$ cat src/rtl/button_counter.sv
`default_nettype none
// ============================================================================
// Module   : button_counter
// Brief    : two debounced push buttons step a 4-bit count; a switch loads it
// Revision : 1.0
// ============================================================================
module button_counter #(
  parameter int DEBOUNCE_CYCLES = 500000
) (
  input  logic       CLOCK_50,
  input  logic       RESET,
  input  logic       KEY_UP,
  input  logic       KEY_DN,
  input  logic       LOAD,
  input  logic [3:0] SW,
  output logic [3:0] bin,
  output logic       changed
);

  localparam int c_cnt_w = (DEBOUNCE_CYCLES > 1) ? $clog2(DEBOUNCE_CYCLES) : 1;
  localparam logic [c_cnt_w-1:0] c_cnt_last = c_cnt_w'(DEBOUNCE_CYCLES - 1);
  localparam logic [c_cnt_w-1:0] c_cnt_one  = c_cnt_w'(1);

  // Key vectors: bit 0 is the up key, bit 1 is the down key.
  logic [1:0]              key_meta_q, key_meta_d;
  logic [1:0]              key_sync_q, key_sync_d;
  logic                    load_meta_q, load_meta_d;
  logic                    load_sync_q, load_sync_d;
  logic [3:0]              sw_meta_q, sw_meta_d;
  logic [3:0]              sw_sync_q, sw_sync_d;
  logic [1:0]              level_q, level_d;
  logic [1:0]              press_q, press_d;
  logic [1:0][c_cnt_w-1:0] cnt_q, cnt_d;
  logic [3:0]              bin_q, bin_d;
  logic                    changed_q, changed_d;

  always_comb begin
    key_meta_d  = {KEY_DN, KEY_UP};
    key_sync_d  = key_meta_q;
    load_meta_d = LOAD;
    load_sync_d = load_meta_q;
    sw_meta_d   = SW;
    sw_sync_d   = sw_meta_q;
  end

  // Debounce runs regardless of LOAD so a press made during a load is consumed.
  always_comb begin
    level_d = level_q;
    cnt_d   = cnt_q;
    press_d = 2'b00;
    for (int k = 0; k < 2; k++) begin
      if (key_sync_q[k] == level_q[k]) begin
        cnt_d[k] = '0;
      end else if (cnt_q[k] == c_cnt_last) begin
        cnt_d[k]   = '0;
        level_d[k] = key_sync_q[k];
      end else begin
        cnt_d[k] = cnt_q[k] + c_cnt_one;
      end
      press_d[k] = level_q[k] & ~level_d[k];
    end
  end

  always_comb begin
    bin_d = bin_q;
    if (load_sync_q) begin
      bin_d = sw_sync_q;
    end else if (press_q == 2'b01) begin
      bin_d = bin_q + 4'd1;
    end else if (press_q == 2'b10) begin
      bin_d = bin_q - 4'd1;
    end
    changed_d = (bin_d != bin_q);
  end

  always_ff @(posedge CLOCK_50) begin
    if (RESET) begin
      key_meta_q  <= 2'b11;
      key_sync_q  <= 2'b11;
      load_meta_q <= 1'b0;
      load_sync_q <= 1'b0;
      sw_meta_q   <= 4'd0;
      sw_sync_q   <= 4'd0;
      level_q     <= 2'b11;
      press_q     <= 2'b00;
      cnt_q       <= '0;
      bin_q       <= 4'd0;
      changed_q   <= 1'b0;
    end else begin
      key_meta_q  <= key_meta_d;
      key_sync_q  <= key_sync_d;
      load_meta_q <= load_meta_d;
      load_sync_q <= load_sync_d;
      sw_meta_q   <= sw_meta_d;
      sw_sync_q   <= sw_sync_d;
      level_q     <= level_d;
      press_q     <= press_d;
      cnt_q       <= cnt_d;
      bin_q       <= bin_d;
      changed_q   <= changed_d;
    end
  end

  assign bin     = bin_q;
  assign changed = changed_q;

endmodule
`default_nettype wire

$ cat config.mk
export PLATFORM = sky130hd
export DESIGN_NAME = button_counter
export DESIGN_NICKNAME = d
export VERILOG_FILES = /design/src/rtl/button_counter.sv
export SDC_FILE = /design/constraint.sdc
export NUM_CORES = 1
export LEC_CHECK = 0
export CORE_ASPECT_RATIO = 1.2
export CORE_MARGIN = 2
export CORE_UTILIZATION = 35
export CTS_CLUSTER_SIZE = 20
export DETAILED_ROUTE_END_ITERATION = 10
export PLACE_DENSITY = 0.62
export SKIP_LAST_GASP = 1
export SLEW_MARGIN = 20
export SYNTH_ARGS = -nofsm -noshare
export SYNTH_HDL_FRONTEND = slang
export SYNTH_SLANG_ARGS = --single-unit
$ cat constraint.sdc
create_clock -name CLOCK_50 -period 4.7 [get_ports CLOCK_50]
set_clock_uncertainty 0.05 [all_clocks]
set_input_delay 1.41 -clock CLOCK_50 [delete_from_list [all_inputs] [get_ports CLOCK_50]]
set_output_delay 1.41 -clock CLOCK_50 [all_outputs]
set_load 0.005 [all_outputs]
* Word-level counts from Yosys, hierarchy flattened
Cells that the tools add are included. Widths: inputs -> output; s select.
Cells by class: reductions and logical operators 2, bitwise logic cells 4, add/subtract/negate cells 4, equal/unequal tests 7, multiplexer cells 7
Operator list (count):
- $add 19x1->19 const B | 2
- $eq 19x19->1 const B | 2
- $mux 4 | 3
- $reduce_or 3->1 | 2
- $add 4x1->4 const B | 1
- $mux 1 | 4
- $ne 4x4->1 | 1
- $sub 4x1->4 const B | 1
- $and 1x1->1 | 2
- $eq 1x1->1 | 2
- $eq 2x1->1 const B | 1
- $eq 2x2->1 const B | 1
- $not 1->1 | 2
Word-level totals: register bits 61, bits of input ports 9, output and inout port bits 5, logic and storage cells 36

* Longest topological paths before layout
Gate-level depths: netlist (run 1).
word-level depth 5, mapped depth 6, gate-level depth less buffers 6

* Worst setup path before layout (run 1)
No wires, ideal clock.
path type input -> register, start point in RESET, end point reg cnt_q[10] (netlist name), library setup time 0.128 ns, data arrival time 2.156 ns, stages on the path 5, buffers on the path 1, path slack 2.366 ns, data required time 4.522 ns, cells stage by stage inv_1 > nand2_1 > o21bai_1 > clkbuf_1 > nor2_1
Between the ends: word-level cells in the longest chain between the ends 1
RTL lines:
- from (decl) | RTL line 11 | input logic RESET,
- $reduce_or 3->1 (no line)
- to (signal assigned) | RTL line 98 | cnt_q <= cnt_d;
- to (decl) | RTL line 33 | logic [1:0][c_cnt_w-1:0] cnt_q, cnt_d;
Every way passes these cells. A chain may end at the register's enable or synchronous reset.

* Worst setup path after layout (run 1)
start point reg bin_q[1], in the netlist bin[1], end point out bin[1]
RTL lines:
- from (decl) | RTL line 34 | logic [3:0] bin_q, bin_d;
- from (signal assigned) | RTL line 99 | bin_q <= bin_d;
- to (decl) | RTL line 16 | output logic [3:0] bin,
No word-level cell between the ends.

==> results of run 1 <==
-- registers in the layout (all words and copies together) (netlist names) --
name and count:
cnt_q 38, bin 4, sw_meta_q 4, sw_sync_q 4, key_meta_q 2, key_sync_q 2, level_q 2, press_q 2
changed 1, load_meta_q 1, load_sync_q 1
-- power by group --
| group | internal [W] | total, W | switching [W] | leakage [nW] |
|---|---|---|---|---|
| sequential | 0.000523 | 0.000527 | 0.00000399 | 0.495 |
| combinational | 0.0000136 | 0.0000232 | 0.00000963 | 0.366 |
| clock | 0.000192 | 0.000406 | 0.000213 | 0.0856 |
| total | 0.000729 | 0.000956 | 0.000227 | 0.947 |
-- kinds of logic (layout without fill, tap and decap cells) --
group / count (synthesis) / count (layout)
XOR/XNOR: 32 / 32
flip-flops: 61 / 61
AO/OA/AOI/OAI: 35 / 35
AND/OR/NAND/NOR: 134 / 134
buffers and inverters: 21 / 44
adder cells (fa/ha/maj): 4 / 4
multiplexers: 1 / 1
-- layout by cell type (no fill, tap or decap), types with 9 or more instances in the layout --
master                            instances
sky130_fd_sc_hd__a21oi_1                 13
sky130_fd_sc_hd__inv_1                   14
sky130_fd_sc_hd__clkbuf_8                 9
sky130_fd_sc_hd__nor2b_1                 10
sky130_fd_sc_hd__dfxtp_1                 61
sky130_fd_sc_hd__nor2_1                  36
sky130_fd_sc_hd__nand3_1                 16
sky130_fd_sc_hd__xnor2_1                 22
sky130_fd_sc_hd__clkdlybuf4s50_1         13
sky130_fd_sc_hd__nand2_1                 15
sky130_fd_sc_hd__xor2_1                  10
-- metal layers --
| metal | part of all wire [%] | global-route usage (%) | vias up |
|---|---|---|---|
| li1 | - | - | 1039 |
| met1 | 49 | 15.5 | 907 |
| met2 | 46 | 19.1 | 20 |
| met3 | 2.7 | 3.27 | 8 |
| met4 | 1.8 | 5.67 | 0 |
| met5 | 0 | 0 | - |
-- metrics by stage --
| stage | util, % | setup slack [ps] |
|---|---|---|
| global placement | 39.2 | 1510 |
| floorplan | - | 2370 |
| global route | 41.6 | 1800 |
| CTS | 41.6 | 1860 |
| detailed placement | 39.2 | 1710 |
| finish | 41.6 | 1880 |
-- cell usage after synthesis, drive strengths merged --
cell,n,area share [%]
dfxtp,61,47
o22ai,2,0.48
ha,4,1.9
and4,1,0.33
a21oi,13,2.5
o31ai,8,2.3
or3b,1,0.33
xor2,10,3.3
xnor2,22,7.4
o21ai,8,2.0
nand3b,2,0.57
o311ai,2,0.67
and2,1,0.24
buf,2,0.62
nor4bb,1,0.38
or4bb,1,0.43
nand4,5,1.4
and3,4,0.96
and3b,1,0.33
nor2,36,5.2
or3,8,2.1
a21boi,1,0.29
nor3,3,0.57
inv,14,2.0
or2,5,1.2
nor2b,10,2.4
or4b,1,0.38
or4,9,2.7
nor4,8,1.9
nand2,15,2.2
nor4b,3,1.0
nand3,17,3.4
nand2b,2,0.48
mux2i,1,0.38
clkbuf,5,0.72
o21bai,1,0.29
-- cell type report --
class | count | area [um^2] | area share (%)
clock buffers | 9 | 124 | 4.11
clock inverters | 7 | 51.3 | 1.70
inverters | 14 | 52.6 | 1.75
multi-input cells | 206 | 1310 | 43.6
flip-flops and latches | 61 | 1220 | 40.6
well taps | 90 | 113 | 3.74
repair buffers | 14 | 138 | 4.57
-- path summary, 6_finish.rpt --
kind / startpoint / endpoint / slack, ps / cells past startpoint
worst max-delay path: bin[1]$_SDFF_PP0_ / bin[1] / 1880 / 1
worst min-delay path: key_meta_q[1]$_SDFF_PP1_ / key_sync_q[1]$_SDFF_PP1_ / 360 / 1
worst max register to register: cnt_q[29]$_SDFF_PP0_ / cnt_q[19]$_SDFF_PP0_ / 2520 / 4
worst min register to register: key_meta_q[1]$_SDFF_PP1_ / key_sync_q[1]$_SDFF_PP1_ / 360 / 1
==> impl_metrics.ini, run 1 <==
[global_route]
antenna_found_initial = 0
track_usage_pct = 12.1
grt.overflow.total = 0
grt_start_max_net_pins = 21
grt_pass1_vias = 1827
grt_first_pass_wirelength_mm = 8.22

[clock_network]
cts_clock_pin_slew_for_the_worst_setup_and_hold_paths_ps = 80
ctsRootBufferMaster = sky130_fd_sc_hd__clkbuf_8
h_tree_depth = 3
cts_setup_buffers = 0
cts_made_buffers = 9
clock_tree.buffer_depth = 2
cts_num_sinks = 61
cts_hold_buffers = 0
clkLatencyLatePin_ps = 340
post_cts_resized = 0
cts_tree = done

[placed_design]
port_buffers = 13
hpwl_mm = 3.22
place.detailed.instances = 385
dpl-instance-area_um2 = 2840
place.gp.congestion = 0.758

[worst_hold_path]
hold_class = register to register

[yosys]
muxShareOfSynthArea_pct = 0.383
distinct_cells_synth = 42
mappedNetlistNets = 301
synth-seq-cells = 61
synth-warning-count = 0
synth-compound-area-share_pct = 8.46
seq_area_frac_synth_pct = 46.7
post_synth.cell_area_avg_um2 = 9.08
synth_simple_gate_area_share_pct = 28.5
netlist_instances = 288
synth_adder_area_share_pct = 1.91
synth_top_family_by_area = simple AND/OR/NAND/NOR gates
synthXorXnorAreaFrac_pct = 10.7
netlist_area_um2 = 2620

[status]
outcome = finished, final reports clean

[timing]
final-hold-violation-count = 0
whs_ps = 363
worst-slew-pin-transition_ps = 706
final.period_utilization_pct = 59.9
max_freq_ghz = 0.355
final.setup.tns_ps = 0
slew-limit-headroom_pct = 52.9
min_period_ps = 2820
grt_setup_unrepaired = false
final_setup_fails = 0
slew_viols_final = 0

[worst_setup_path]
crit_path_end_kind = primary output
timing.critical_path.required_ps = 3240
critPathTopFamily = buffers and inverters
crit_slowest_cell = sky130_fd_sc_hd__clkdlybuf4s50_1
crit_path_start_kind = register
worstPathMaxFanout = 7
worstPathBufferInverterCount = 1
timing.setup.critical_path_class = register to primary output
critPathArrivalTime_ps = 1360
timing.critical_path.cells = clkdlybuf4s50_1
critPathMaxStageDelay_ps = 550

[final_layout]
post-route-cell-area_um2 = 3010
nNetsFinal = 319
areaGrowthSynthToFinish_pct = 15.1
layout.cells.non_filler = 401
fillerInstances = 734
number_of_antenna_diodes = 0
layout_cell_share_with_drive_strength_beyond_1_pct = 10.3

[die]
effective_utilization_at_floorplan_pct = 36.2
die_area_um2 = 8190
pin_count = 14
die_x_um = 82.9
dieHeight_um = 98.7
fp-row-count = 34
core-area_um2 = 7230

[detailed_routing]
drt_wl_total_mm = 4.60
routed-via-count = 1974
drtAntennaViolNets = 0
dr_drc_count = 0
route.detailed.wl_per_inst_um = 11.5
drtPass1Iterations = 4
drt-vias-per-instance = 4.92
dr_iter_0_viols = 127

[flow_run]
timing.max_cap.violations = 0

[power]
cellPowerDensity_nw_per_um2 = 318
report.power.total_w = 0.000956
ir_worst_vdd_v = 0.000121
p_leak_nw = 0.947
No activity file was read; power rests on OpenSTA's default activity.
==> inputs of run 2 (changes only) <==
Settings changed: PLACE_DENSITY 0.62 to 0.64.
Clock period 4.7 ns to 2.3 ns, I/O delays scaled along.
==> impl_metrics.ini, run 2 (synthesized netlist as in run 1, its figures left out) <==
[status]
outcome = finished, final reports clean

[worst_setup_path]
critPathMaxStageDelay_ps = 550
timing.critical_path.required_ps = 1560
timing.critical_path.cells = clkdlybuf4s50_1
worstPathMaxFanout = 7
critPathTopFamily = buffers and inverters
crit_path_end_kind = primary output
timing.setup.critical_path_class = register to primary output
worstPathBufferInverterCount = 1
r2r_worst_path_depth = 4
crit_slowest_cell = sky130_fd_sc_hd__clkdlybuf4s50_1
r2r-start = cnt_q[21]$_SDFF_PP0_
critPathArrivalTime_ps = 1350
r2r_setup_slack_ps = 280
crit_path_start_kind = register
regToRegEndpoint = cnt_q[36]$_SDFF_PP0_

[worst_hold_path]
hp-start = key_meta_q[1]$_SDFF_PP1_
hold_path_end = key_sync_q[1]$_SDFF_PP1_
whs_path_depth = 1
hold_class = register to register

[die]
die_x_um = 82.9
die_area_um2 = 8190
fp-row-count = 34
pin_count = 14
dieHeight_um = 98.7
effective_utilization_at_floorplan_pct = 36.2
core-area_um2 = 7230

[timing]
slew-limit-headroom_pct = 76.6
final.period_utilization_pct = 91.0
worst-slew-pin-transition_ps = 346
grt_setup_unrepaired = false
min_period_ps = 2090
slew_viols_final = 0
whs_ps = 363
final_setup_fails = 0
max_freq_ghz = 0.478
final.setup.tns_ps = 0
final-hold-violation-count = 0

[global_route]
grt.overflow.total = 0
grt_start_max_net_pins = 19
antenna_found_initial = 0
track_usage_pct = 12.2
grt_first_pass_wirelength_mm = 8.06
grt_pass1_vias = 1895

[placed_design]
place.gp.congestion = 0.791
hpwl_mm = 3.31
port_buffers = 13

[detailed_routing]
drt_wl_total_mm = 4.60
route.detailed.wl_per_inst_um = 11.3
drt-vias-per-instance = 4.92
drtAntennaViolNets = 0
dr_iter_0_viols = 52
dr_drc_count = 0
routed-via-count = 2009
drtPass1Iterations = 4

[power]
power_frac_comb_pct = 2.6
netSwitchingFraction_pct = 22.4
p_switching_w = 0.000465
cellPowerDensity_nw_per_um2 = 669
int_power_w = 0.00161
p_leak_nw = 0.997
share_seq_of_total_power_pct = 52.0
ir_worst_vdd_v = 0.000296
power_frac_clock_pct = 45.4

[clock_network]
ctsRootBufferMaster = sky130_fd_sc_hd__clkbuf_8
clock_tree.buffer_depth = 2
cts_made_buffers = 9
cts_num_sinks = 61
clkLatencyLatePin_ps = 340
cts_setup_buffers = 0
cts_hold_buffers = 0
cts_tree = done
cts_clock_pin_slew_for_the_worst_setup_and_hold_paths_ps = 70
post_cts_resized = 0
h_tree_depth = 3

[final_layout]
nNetsFinal = 326
number_of_antenna_diodes = 0
areaGrowthSynthToFinish_pct = 18.3
layout.cells.most_common_list = sky130_fd_sc_hd__dfxtp_1 (61), sky130_fd_sc_hd__nor2_1 (36), sky130_fd_sc_hd__xnor2_1 (22)
flip_flop_count_of_the_largest_register_all_copies_and_words_added = 38
regMostFlops = cnt_q
mostFrequentLayoutCell = sky130_fd_sc_hd__dfxtp_1
layout_cell_share_with_drive_strength_beyond_1_pct = 11.9

[flow_run]
timing.max_cap.violations = 0
-- run 2: routing by layer --
layer / up-vias / GRT usage [%] / wire length, um
met3: 10 / 2.93 / 109
met5: - / 0 / 0
met1: 929 / 13.8 / 2100
met2: 17 / 20.5 / 2290
met4: 0 / 7.94 / 98
li1: 1053 / - / -
-- run 2: power groups by stage --
stage                     clock network (W)  registers [W]   logic, W
after floorplan                           0        0.00110  0.0000284
after global placement                    0        0.00110  0.0000533
after detailed placement                  0        0.00110  0.0000541
after CTS                          0.000971        0.00108  0.0000543
after global routing                0.00101        0.00108  0.0000594
final                              0.000941        0.00108  0.0000529
-- run 2: final cells by class --
cell class              count  area (um^2)
clock buffers               9          124
multi-input cells         206         1310
clock inverters             7         73.8
well taps                  90          113
flip-flops and latches     61         1220
fillers                   716         4140
inverters                  14         52.6
repair buffers             21          203
-- run 2: metrics by stage --
| stage | cell area [um^2] | total power, W | cells | setup WS [ps] | util [%] |
|---|---|---|---|---|---|
| after floorplan | 2620 | 0.00113 | 288 | 322 | - |
| after global placement | 2900 | 0.00116 | 392 | 301 | 40.1 |
| after detailed placement | 2900 | 0.00116 | 392 | 260 | 40.1 |
| after CTS | 3090 | 0.00210 | 408 | 192 | 42.8 |
| after global routing | 3090 | 0.00215 | 408 | 128 | 42.8 |
| final | 3090 | 0.00207 | 408 | 208 | 42.8 |
-- run 2: worst max path at each step --
stage | startpoint | endpoint | slack (ps) | depth (start not counted)
3_3_place_gp | RESET | cnt_q[12]$_SDFF_PP0_ | 300 | 6
2_1_floorplan | cnt_q[29]$_SDFF_PP0_ | cnt_q[28]$_SDFF_PP0_ | 320 | 5
4_1_cts | bin[1]$_SDFF_PP0_ | bin[1] | 190 | 1
3_5_place_dp | RESET | cnt_q[9]$_SDFF_PP0_ | 260 | 6
6_report | bin[1]$_SDFF_PP0_ | bin[1] | 210 | 1
5_1_grt | cnt_q[24]$_SDFF_PP0_ | cnt_q[36]$_SDFF_PP0_ | 130 | 4
==> RTL change (config.mk and constraints of run 2) <==
The output `changed` loses its register stage (`changed_q` becomes a continuous assignment).
--- a/src/rtl/button_counter.sv
+++ b/src/rtl/button_counter.sv
@@ -87,3 +87,2 @@
       bin_q       <= 4'd0;
-      changed_q   <= 1'b0;
     end else begin
@@ -99,5 +98,6 @@
       bin_q       <= bin_d;
-      changed_q   <= changed_d;
     end
   end
+
+  assign changed_q = changed_d;
 
Formal check against the unedited RTL: not equivalent (Yosys sat finds a counterexample within 4 cycles, from zero or initial values and one cycle with RESET high).
==> RTL change against run 2 <==
Routed wire length rose by 1.9%. Largest cell class unchanged. First-iteration DRC count increased by 98%. Setup slack worse by 0.053 ns. Total power is 4.4% lower. Final area is 0.20% lower. Sequential cell count shrank 1. Final cell count up 0.98%. Utilization decreased by 0.087 points. Synthesized area decreased by 0.29%. Highest routed layer unchanged.
==> RTL change: results (changes against run 2) <==
| Metric | Value |
|---|---|
| Status | finished, final reports clean (unchanged) |
| CTS Buf Count | 9 (unchanged) |
| Fin cells | 412 (was 408) |
| Met2 Usage GRT | 20.53% (was 20.47%) |
| GRT met1 Usage | 13.76% (was 13.81%) |
| Hold endpoint | key_sync_q[0]$_SDFF_PP1_ (was key_sync_q[1]$_SDFF_PP1_) |
| Share of layout cells above drive strength 1 | 13.98% (was 11.95%) |
| Diodes inserted | 0 (unchanged) |
| Dominant cells by area after synthesis | dfxtp_1, xnor2_1, nor2_1 (unchanged) |
| Total Routing Usage GR | 12.32% (was 12.19%) |
| Nets | 330 (was 326) |
| Layout area overhead | 18.37% (was 18.27%) |
| Largest register FFs | 38 (unchanged) |
| Routed wl met2 | 2.269 mm (was 2.288 mm) |
| Clock root buffer | clkbuf_8 (unchanged) |
| Leakage | 0.9533 nW (was 0.9971 nW) |
| I/O Buffers | 13 (unchanged) |
| Sw Ratio | 24.88% (was 22.44%) |
| Slew HR | 52.67% (was 76.58%) |
| Largest Register | cnt_q (unchanged) |
| Post-CTS resize count | 7 (was 0) |
| Worst r2r path cells | 4 (unchanged) |
| DR top layer | met4 (unchanged) |
| Syn Nets | 304 (was 301) |
| Cells after Synth | 291 (was 288) |
| Global-route wire length before repair | 8.169 mm (was 8.059 mm) |
| Met3 usage | 4.523% (was 2.931%) |
| Worst hold slack | 0.3533 ns (was 0.3626 ns) |
| CP Max Fanout | 4 (was 7) |
| Drt total wl | 4.687 mm (was 4.599 mm) |
| GPL Wtd Cong | 0.7526 (was 0.7905) |
| Min-delay src | key_meta_q[0]$_SDFF_PP1_ (was key_meta_q[1]$_SDFF_PP1_) |
| Hpwl dp | 3.173 mm (was 3.312 mm) |
| Placed cell area | 0.002878 mm² (was 0.002897 mm²) |
| HP Class | reg -> reg (unchanged) |
| Reg2Reg Setup Slack | 0.31 ns (was 0.28 ns) |
| Most instantiated cells after synthesis | dfxtp_1, nor2_1, xnor2_1, nand2_1, nand3_1 (was dfxtp_1, nor2_1, xnor2_1, nand3_1, nand2_1) |
| Post-synthesis async set-or-reset flop share | 0% (unchanged) |
| WL met3 | 127 µm (was 109 µm) |
| Distinct cells, synth | 43 (was 42) |
| 1st-iter DRT viols | 103 (was 52) |
| Largest net degree at the start of global routing | 20 (was 19) |
| Clock Latency Late Sink | 0.35 ns |
| Seq/Total Area, Yosys | 46.04% (was 46.68%) |
| Max VDD drop | 365.1 µV (was 296.4 µV) |
| Vias in the first global route | 1,931 (was 1,895) |
| Reg-to-Reg End | cnt_q[28]$_SDFF_PP0_ (was cnt_q[36]$_SDFF_PP0_) |
| DP Worst Slack | 0.1734 ns (was 0.2603 ns) |
| Arrival time worst endpoint | 1.40 ns (was 1.35 ns) |
| Wl on met1 | 2.237 mm (was 2.103 mm) |
| DR vias | 2,007 (was 2,009) |
| R2R Path Start | cnt_q[32]$_SDFF_PP0_ (was cnt_q[21]$_SDFF_PP0_) |
| Dpl cells | 395 (was 392) |
| Hold Path Stages | 1 (unchanged) |
RTL change: logic make-up after synthesis:
family / Yosys count / synth area share (%)
AO/OA/AOI/OAI: 20 / 5.372
XOR/XNOR: 37 / 12.42
adder cells (fa/ha/maj): 4 / 1.919
buffers and inverters: 17 / 2.877
flip-flops: 60 / 46.04
multiplexers: 3 / 1.151
AND/OR/NAND/NOR: 150 / 30.22
RTL change: critical path, cell delays in order, from the launching register on:
cell and delay (ns):
dfxtp_4 0.37, xor2_1 0.14, nor4_1 0.25, a21oi_1 0.10
clkdlybuf4s15_1 0.21
RTL change: power by group through the flow:
stage	logic (mW)	clock network [mW]	registers, mW
floorplan	0.0313	0	1.08
global placement	0.0558	0	1.08
detailed placement	0.0561	0	1.08
CTS	0.0559	0.904	1.06
global route	0.0621	0.953	1.06
finish	0.0558	0.868	1.06
RTL change: cell type report:
type                    instances  area, µm²
fillers                       717       4144
multi-input cells             214       1340
flip-flops and latches         60       1211
repair buffers                 23      205.2
clock buffers                   9      123.9
well taps                      90      112.6
clock inverters                 7      61.31
inverters                       9      33.78
RTL change: how the worst max path moves through the flow:
stage | startpoint | end | slack, ns | cells after the start
3_3_place_gp | press_q[0]$_SDFF_PP0_ | changed | 0.18 | 4
2_1_floorplan | cnt_q[0]$_SDFF_PP0_ | cnt_q[10]$_SDFF_PP0_ | 0.55 | 5
4_1_cts | bin[0]$_SDFF_PP0_ | changed | 0.04 | 4
3_5_place_dp | press_q[1]$_SDFF_PP0_ | changed | 0.17 | 4
5_1_grt | bin[2]$_SDFF_PP0_ | changed | 0.03 | 4
6_report | bin[2]$_SDFF_PP0_ | changed | 0.16 | 4
